==> src/rtl/recir_idle_lanes_pkg.sv <==
// Shared constants and state encodings for the idle/active lane recirculation stage.
package recir_idle_pkg;

    localparam int unsigned STATE_W   = 2;
    localparam int unsigned DEF_LANES = 4;
    localparam int unsigned DEF_WIDTH = 8;

    typedef enum logic [STATE_W-1:0] {
        ST_IDLE   = 2'd0,
        ST_ARM    = 2'd1,
        ST_ACTIVE = 2'd2
    } state_e;

    // Words route to the recirculation path in every state except ACTIVE.
    function automatic logic is_recirc(input logic [STATE_W-1:0] st);
        return st != ST_ACTIVE;
    endfunction

endpackage

==> src/rtl/recir_idle_lanes_if.sv <==
// Lane bus between the serial-parallel stage, this block and the striping mux.
interface recir_idle_lanes_if
    import recir_idle_pkg::*;
#(
    parameter int unsigned LANES = DEF_LANES,
    parameter int unsigned WIDTH = DEF_WIDTH,
    parameter int unsigned CNT_W = 16
);

    logic                     valido;
    logic [LANES*WIDTH-1:0]   data_in;
    logic [LANES-1:0]         valid_in;
    logic [LANES*WIDTH-1:0]   data_outm;
    logic [LANES-1:0]         valid_outm;
    logic [LANES*WIDTH-1:0]   data_outt;
    logic [LANES-1:0]         valid_outt;
    logic [STATE_W-1:0]       state_o;
    logic [CNT_W-1:0]         recir_cnt;

    modport master (
        output valido, data_in, valid_in,
        input  data_outm, valid_outm, data_outt, valid_outt, state_o, recir_cnt
    );

    modport slave (
        input  valido, data_in, valid_in,
        output data_outm, valid_outm, data_outt, valid_outt, state_o, recir_cnt
    );

endinterface

==> src/rtl/recir_idle_lanes_lane.sv <==
// One lane: registers the word and valid onto the mux path or the recirculation path.
module recir_lane
    import recir_idle_pkg::*;
#(
    parameter int unsigned WIDTH = DEF_WIDTH
) (
    input  logic             clk1f,
    input  logic             reset,
    input  logic             sel_mux,
    input  logic [WIDTH-1:0] data_in,
    input  logic             valid_in,
    output logic [WIDTH-1:0] data_outm,
    output logic             valid_outm,
    output logic [WIDTH-1:0] data_outt,
    output logic             valid_outt
);

    always_ff @(posedge clk1f) begin
        if (reset) begin
            data_outm  <= '0;
            valid_outm <= 1'b0;
            data_outt  <= '0;
            valid_outt <= 1'b0;
        end else if (sel_mux) begin
            data_outm  <= data_in;
            valid_outm <= valid_in;
            data_outt  <= '0;
            valid_outt <= 1'b0;
        end else begin
            data_outm  <= '0;
            valid_outm <= 1'b0;
            data_outt  <= data_in;
            valid_outt <= valid_in;
        end
    end

endmodule

==> src/rtl/recir_idle_lanes.sv <==
// Idle/active lane router with debounced activity FSM; optional recirculation
// counter enabled by defining RECIR_IDLE_CNT_EN.
module recir_idle_lanes
    import recir_idle_pkg::*;
#(
    parameter int unsigned LANES      = DEF_LANES,
    parameter int unsigned WIDTH      = DEF_WIDTH,
    parameter int unsigned ACT_CYCLES = 2,
    parameter int unsigned CNT_W      = 16
) (
    input  logic             clk1f,
    input  logic             reset,
    recir_idle_lanes_if.slave bus
);

    localparam int unsigned ACT_W = (ACT_CYCLES > 1) ? $clog2(ACT_CYCLES) : 1;

    state_e             state_q, state_d;
    logic [ACT_W-1:0]   act_q, act_d;
    logic               sel_mux;

    logic [LANES*WIDTH-1:0] dm, dt;
    logic [LANES-1:0]       vm, vt;

    always_ff @(posedge clk1f) begin
        if (reset) begin
            state_q <= ST_IDLE;
            act_q   <= '0;
        end else begin
            state_q <= state_d;
            act_q   <= act_d;
        end
    end

    always_comb begin
        state_d = ST_IDLE;
        act_d   = '0;
        case (state_q)
            ST_IDLE: begin
                if (bus.valido) begin
                    if (ACT_CYCLES == 1) begin
                        state_d = ST_ACTIVE;
                    end else begin
                        state_d = ST_ARM;
                        act_d   = ACT_W'(1);
                    end
                end
            end
            ST_ARM: begin
                if (!bus.valido) begin
                    state_d = ST_IDLE;
                end else if (act_q == ACT_W'(ACT_CYCLES - 1)) begin
                    state_d = ST_ACTIVE;
                end else begin
                    state_d = ST_ARM;
                    act_d   = act_q + ACT_W'(1);
                end
            end
            ST_ACTIVE: begin
                if (bus.valido) begin
                    state_d = ST_ACTIVE;
                end
            end
            // The unused encoding falls back to IDLE on the next edge.
            default: begin
                state_d = ST_IDLE;
                act_d   = '0;
            end
        endcase
    end

    // Steering follows the pre-edge state so a word captured on the edge that
    // leaves ACTIVE still lands on the mux path.
    assign sel_mux = !is_recirc(state_q);

    for (genvar i = 0; i < LANES; i++) begin : g_lane
        recir_lane #(
            .WIDTH (WIDTH)
        ) u_lane (
            .clk1f      (clk1f),
            .reset      (reset),
            .sel_mux    (sel_mux),
            .data_in    (bus.data_in[i*WIDTH +: WIDTH]),
            .valid_in   (bus.valid_in[i]),
            .data_outm  (dm[i*WIDTH +: WIDTH]),
            .valid_outm (vm[i]),
            .data_outt  (dt[i*WIDTH +: WIDTH]),
            .valid_outt (vt[i])
        );
    end

    assign bus.data_outm  = dm;
    assign bus.valid_outm = vm;
    assign bus.data_outt  = dt;
    assign bus.valid_outt = vt;
    assign bus.state_o    = state_q;

`ifdef RECIR_IDLE_CNT_EN
    logic [CNT_W-1:0] cnt_q;

    // Saturating count of recirculated cycles carrying at least one valid word.
    always_ff @(posedge clk1f) begin
        if (reset) begin
            cnt_q <= '0;
        end else if ((state_q == ST_IDLE || state_q == ST_ARM) && (|bus.valid_in)
                     && (cnt_q != {CNT_W{1'b1}})) begin
            cnt_q <= cnt_q + CNT_W'(1);
        end
    end

    assign bus.recir_cnt = cnt_q;
`else
    assign bus.recir_cnt = '0;
`endif

endmodule
==> src/flat_wrapper.sv <==
// flat-port wrapper written by rule: the top's interface ports become plain ports
module recir_idle_lanes_flat import recir_idle_pkg::*;
#(
    parameter int unsigned LANES      = DEF_LANES,
    parameter int unsigned WIDTH      = DEF_WIDTH,
    parameter int unsigned ACT_CYCLES = 2,
    parameter int unsigned CNT_W      = 16
)
  (clk1f, reset, bus_valido, bus_data_in, bus_valid_in, bus_data_outm, bus_valid_outm, bus_data_outt, bus_valid_outt, bus_state_o, bus_recir_cnt);
  recir_idle_lanes_if #(.LANES(LANES), .WIDTH(WIDTH), .CNT_W(CNT_W)) bus_i ();
  input  logic clk1f;
  input  logic reset;
  input wire logic [$bits(bus_i.valido)-1:0] bus_valido;
  input wire logic [$bits(bus_i.data_in)-1:0] bus_data_in;
  input wire logic [$bits(bus_i.valid_in)-1:0] bus_valid_in;
  output wire logic [$bits(bus_i.data_outm)-1:0] bus_data_outm;
  output wire logic [$bits(bus_i.valid_outm)-1:0] bus_valid_outm;
  output wire logic [$bits(bus_i.data_outt)-1:0] bus_data_outt;
  output wire logic [$bits(bus_i.valid_outt)-1:0] bus_valid_outt;
  output wire logic [$bits(bus_i.state_o)-1:0] bus_state_o;
  output wire logic [$bits(bus_i.recir_cnt)-1:0] bus_recir_cnt;
  assign bus_i.valido = bus_valido;
  assign bus_i.data_in = bus_data_in;
  assign bus_i.valid_in = bus_valid_in;
  assign bus_data_outm = bus_i.data_outm;
  assign bus_valid_outm = bus_i.valid_outm;
  assign bus_data_outt = bus_i.data_outt;
  assign bus_valid_outt = bus_i.valid_outt;
  assign bus_state_o = bus_i.state_o;
  assign bus_recir_cnt = bus_i.recir_cnt;
  recir_idle_lanes #(.LANES(LANES), .WIDTH(WIDTH), .ACT_CYCLES(ACT_CYCLES), .CNT_W(CNT_W)) u_core (.clk1f(clk1f), .reset(reset), .bus(bus_i));
endmodule
==> config.mk <==
export PLATFORM = sky130hd
export DESIGN_NAME = recir_idle_lanes_flat
export DESIGN_NICKNAME = d
export VERILOG_FILES = /design/src/rtl/recir_idle_lanes_pkg.sv /design/src/rtl/recir_idle_lanes_if.sv /design/src/rtl/recir_idle_lanes_lane.sv /design/src/rtl/recir_idle_lanes.sv /design/src/flat_wrapper.sv
export SDC_FILE = /design/constraint.sdc
export NUM_CORES = 1
export LEC_CHECK = 0
export BUFFER_PORTS_ARGS = -buffer_cell sky130_fd_sc_hd__buf_2
export CORE_AREA = 2 2 75 77
export CTS_BUF_LIST = sky130_fd_sc_hd__clkbuf_8
export DETAILED_ROUTE_END_ITERATION = 10
export DIE_AREA = 0 0 77 79
export MAX_ROUTING_LAYER = met4
export PLACE_DENSITY = 0.88
export RECOVER_POWER = 25
export SETUP_SLACK_MARGIN = 0.15
export SLEW_MARGIN = 30
export SYNTH_ARGS = -nofsm -noshare
export SYNTH_HDL_FRONTEND = slang
export SYNTH_SLANG_ARGS = --single-unit
==> constraint.sdc <==
create_clock -name clk1f -period 1 [get_ports clk1f]
set_input_delay 0.2 -clock clk1f [delete_from_list [all_inputs] [get_ports clk1f]]
set_output_delay 0.2 -clock clk1f [all_outputs]
set_load 0.05 [all_outputs]
==> results of run 1 <==
## metal layers
| metal | GRT usage (%) | wire length (um) |
|---|---|---|
| met1 | 21.2 | 2230 |
| met2 | 40.6 | 3710 |
| met3 | 5.91 | 373 |
| met4 | 10.5 | 216 |
| met5 | - | 0 |
## cells by family (layout without fill, tap and decap cells)
family	after synthesis	after routing	share of synthesized area, %
buffers and inverters	36	138	12.1
DFF	75	75	64.4
and+or+nand+nor	112	112	22.4
AOI/OAI and AO/OA	3	3	0.859
other	1	16	0.161
## per-stage QoR
step | power (uW) | TNS (ps) | instance area (um^2) | hold WS, ps | std cells
finish | 6430 | -1600 | 3820 | 98.7 | 416
global route | 6690 | -5160 | 3820 | 87.5 | 416
CTS | 6410 | -2300 | 3710 | 88.2 | 416
detailed placement | 3940 | 0 | 2830 | 437 | 397
global placement | 3930 | 0 | 2830 | 423 | 397
floorplan | 3810 | -406 | 2390 | 351 | 242
## repair_timing
item	CTS	global route
resized for setup	252	30
setup endpoints to repair	147	148
gates cloned	2	0
buffers inserted	1	0
## final cells by class
cell class / instances / area, um^2
sequential: 75 / 1600
fill: 379 / 1520
timing repair buffer: 122 / 1330
multi-input combinational: 131 / 607
clock buffer: 10 / 138
tap: 72 / 90.1
clock inverter: 6 / 61.3
## registers in the layout, summed over array words and instances, names as in the netlist
register                         flops
u_core.g_lane.u_lane.data_outm      32
u_core.g_lane.u_lane.data_outt      32
u_core.g_lane.u_lane.valid_outm      4
u_core.g_lane.u_lane.valid_outt      4
u_core.bus.state_o                   2
u_core.act_q                         1
## cell usage after synthesis, drive strengths merged
master	instances	share of area, %
clkbuf	3	0.48
nand2b	38	10
nor2	72	12
dfxtp	75	64
a21oi	1	0.21
conb	1	0.16
a211oi	2	0.64
nor2b	1	0.27
buf	33	12
nand3b	1	0.32
## power by group
group | leakage, uW | internal [uW] | switching, uW | total [uW]
sequential | 0.000644 | 3090 | 64.3 | 3150
combinational | 0.000984 | 339 | 603 | 942
clock | 0.000107 | 1220 | 1110 | 2340
## final timing paths
path,startpoint,endpoint,cells after the start
worst max-delay path,u_core.bus.state_o[0],bus_state_o[0],1
worst min register to register,u_core.act_q,u_core.bus.state_o[0],1
worst min-delay path,bus_data_in[13],u_core.g_lane[1].u_lane.data_outm[5],3
worst max register to register,u_core.bus.state_o[0],u_core.g_lane[0].u_lane.data_outm[0],3
## worst min-delay path: stages
cell,delay [ps]
buf_2,90
nand2b_1,70
nor2_1,40
## cell usage in the layout (no fill, tap or decap), types with 2 or more instances in the layout
cell	n
clkbuf_8	10
nand2b_1	37
clkinv_2	2
inv_4	2
buf_4	5
dfxtp_2	72
conb_1	16
nor2_1	72
a211oi_1	2
buf_2	38
dfxtp_4	2
buf_8	53
buf_6	25
==> out/results.ini, run 1 <==
[status]
status = finished, violations left
failed_checks = negative setup slack

[floorplanning]
die_h_um = 79
row_count = 27
initial_utilization_pct = 43.6
coreArea_mm2 = 0.00534
die-area_mm2 = 0.00608
die_w_um = 77
io_pins = 129

[synthesis]
yosys_warnings = 0
synth_cells = 227
synth_seq_cells = 75
synthesis.area_mm2 = 0.00233
synth_cell_types = 12
ys_seq_area_share_pct = 64.4
syn_area_per_cell_um2 = 10.3

[final_layout]
final_nets = 378
area_delta_synth_final_pct = 64.0
final_util_pct = 71.6
n_antenna_cell = 0
drive_above_1_share_pct = 62.2

[power_and_ir_drop]
irDropWorstVdd_v = 0.000864
cellLeakagePower_uw = 0.00174
power_density_mw_per_mm2 = 1680

[worst_setup_path]
crit_required_ps = 800
crit_type = reg2out
critPathBufInv = 1
arrival_ps = 870
crit_path_max_fanout = 6
crit_path_start_kind = flop
rrSetupSlack_ps = -50
cp_cell_sequence = buf_8
max_stage_delay_ps = 390
critPathSlowestCell = dfxtp_4
end_kind = output pin
cp_top_family = flip-flops

[timing]
finalCriticalPeriod_ps = 1070
max_freq_ghz = 0.936
slew_violations = 0
rsz0062_at_grt = true
setup_viol = 76
finalHoldViolCount = 0
clock_skew_ps = 9.92
setup_slack_ps = -68.7
fin_crit_sh_pct = 107

[drt]
vias_per_cell = 4.38
antenna_left = 0
first_pass_iters = 4
drc = 0
route.vias.total = 1820
wire_per_inst_um = 15.7
drtIter0Drc = 66
wirelength_mm = 6.53

[place]
gp_congestion = 0.781
pre_cts_ws_ps = 24.7
dp_hpwl_mm = 3.41
portBuffers = 112

[clock_network]
hold_buffers = 0
numCtsBuffers = 9
clockBufferDepth = 2
cts_tree = built
htreeDepth = 3
clock_latency_ps = 340
path_clk_slew_ps = 80
cts-root-buf = clkbuf_8
cts.sinks = 75

[global_routing]
grt_pass1_vias = 1939
grt_pass1_wl_mm = 9.56
antenna_found_initial = 0
grt_usage_pct = 21.9
grt_overflow = 0
grt_max_degree = 26

[min_path]
hp-class = in2reg

[run]
maxCapViolations = 0

No activity file was read; power rests on OpenSTA's default activity.
==> run 2: changes to the inputs <==
==> constraint.sdc (replaced) <==
create_clock -name clk1f -period 1 [get_ports clk1f]
set_input_delay 0.05 -clock clk1f [delete_from_list [all_inputs] [get_ports clk1f]]
set_output_delay 0.05 -clock clk1f [all_outputs]
set_load 0.05 [all_outputs]
==> out/results.ini, run 2 (synthesis results as in run 1) <==
[status]
status = completed

[place]
dp_hpwl_mm = 3.32
dpl.cell_count = 396
portBuffers = 112
gp_congestion = 0.787

[worst_setup_path]
worstRegToRegCells = 3
r2r-end = u_core.g_lane[0].u_lane.data_outt[0]
critPathSlowestCell = dfxtp_4
cp_top_family = flip-flops
crit_path_max_fanout = 10
crit_required_ps = 1230
crit_end = u_core.g_lane[0].u_lane.data_outt[0]
arrival_ps = 1220
end_kind = flop
cp_cell_sequence = nor2b_4 -> buf_6 -> nor2_1
cp_num_cells = 3
crit_type = reg2reg
crit_path_start_kind = flop
crit_start = u_core.bus.state_o[1]
timing.rr.start = u_core.bus.state_o[1]
rrSetupSlack_ps = 9
max_stage_delay_ps = 390
critPathBufInv = 1

[final_layout]
final_util_pct = 84.3
layout_commonest_cell = buf_8
drive_above_1_share_pct = 64.8
reg_top3 = u_core.g_lane.u_lane.data_outm: 32 flops, u_core.g_lane.u_lane.data_outt: 32 flops
layout_common_cells = buf_8, dfxtp_2, nor2_1
final_cell_count_no_fill = 453
area_delta_synth_final_pct = 93.1
final_nets = 415
n_antenna_cell = 0

[drt]
first_pass_iters = 4
drtIter0Drc = 53
antenna_left = 0
wire_per_inst_um = 19.0
drc = 0
vias_per_cell = 4.63
wirelength_mm = 8.60
route.vias.total = 2099

[run]
maxCapViolations = 0

[timing]
tns_ps = 0
setup_viol = 0
hold-worst-slack_ps = 201
slew_violations = 0
clock_skew_ps = 14.8
fin_crit_sh_pct = 99.1
finalCriticalPeriod_ps = 991
finalHoldViolCount = 0
rsz0062_at_grt = true
max_freq_ghz = 1.01

[min_path]
hp-class = in2reg

[power_and_ir_drop]
cellLeakagePower_uw = 0.00193
p_total_uw = 6440
power_density_mw_per_mm2 = 1430
irDropWorstVdd_v = 0.000859

[clock_network]
htreeDepth = 3
cts.sinks = 75
clock_latency_ps = 340
numCtsBuffers = 9
path_clk_slew_ps = 90
clockBufferDepth = 2
cts_tree = built
cts-root-buf = clkbuf_8

[global_routing]
grt_usage_pct = 23.7
grt_overflow = 0
antenna_found_initial = 0
grt_pass1_wl_mm = 10.5
grt_pass1_vias = 2153
grt_max_degree = 26

[floorplanning]
io_pins = 129
die_h_um = 79
row_count = 27
coreArea_mm2 = 0.00534
die_w_um = 77
initial_utilization_pct = 43.6
die-area_mm2 = 0.00608

## run 2: final cells by class
type / instances / area, um^2
clock buffers: 10 / 138
clock inverters: 6 / 41.3
fillers: 234 / 840
flip-flops and latches: 75 / 1600
multi-input cells: 131 / 801
repair buffers: 159 / 1830
well taps: 72 / 90.1
## run 2: per-stage QoR
step	cell area [um^2]	worst slack, ps
after global placement	2820	77.2
after global routing	4500	-17.9
final	4500	9.22
after detailed placement	2820	50.9
after CTS	4030	47.4
after floorplan	2390	-13.5
## run 2: worst register-to-register path: cells and delay by family, from the launching register on
| family | cells | cell delay (ps) |
|---|---|---|
| AND/OR/NAND/NOR | 2 | 310 |
| buffers and inverters | 1 | 190 |
| flip-flops | 1 | 390 |
## run 2: layer usage
| layer | wire length [um] | global-route usage [%] | part of all wire [%] |
|---|---|---|---|
| met1 | 3030 | 20.3 | 35 |
| met2 | 4720 | 46.6 | 55 |
| met3 | 492 | 5.34 | 5.7 |
| met4 | 352 | 13.9 | 4.1 |
| met5 | 0 | - | 0 |
## run 2: where the power goes
part / switching [uW] / internal [uW]
sequential: 74.0 / 3090
combinational: 684 / 461
clock: 1160 / 964
total: 1920 / 4510
## run 2: worst min-delay path by stage
stage                                from                              endpoint  slack, ps  cells past startpoint
after detailed placement   bus_data_in[7]  u_core.g_lane[0].u_lane.data_outm[7]        300                      3
after CTS                           reset  u_core.g_lane[3].u_lane.data_outt[0]        190                      3
after global placement    bus_data_in[22]  u_core.g_lane[2].u_lane.data_outt[6]        290                      3
after floorplan            bus_data_in[7]  u_core.g_lane[0].u_lane.data_outm[7]        200                      2
final                               reset  u_core.g_lane[3].u_lane.data_outm[5]        200                      3
after global routing                reset  u_core.g_lane[1].u_lane.data_outm[5]        220                      3
## run 2: repair_timing
action	4_1_cts	5_1_grt
resized for setup	245	121
hold buffers	37	0
cloned	0	3
endpoints found under the hold margin	74	0
setup endpoints to repair	147	147
pin swaps	0	22
setup buffers	1	0
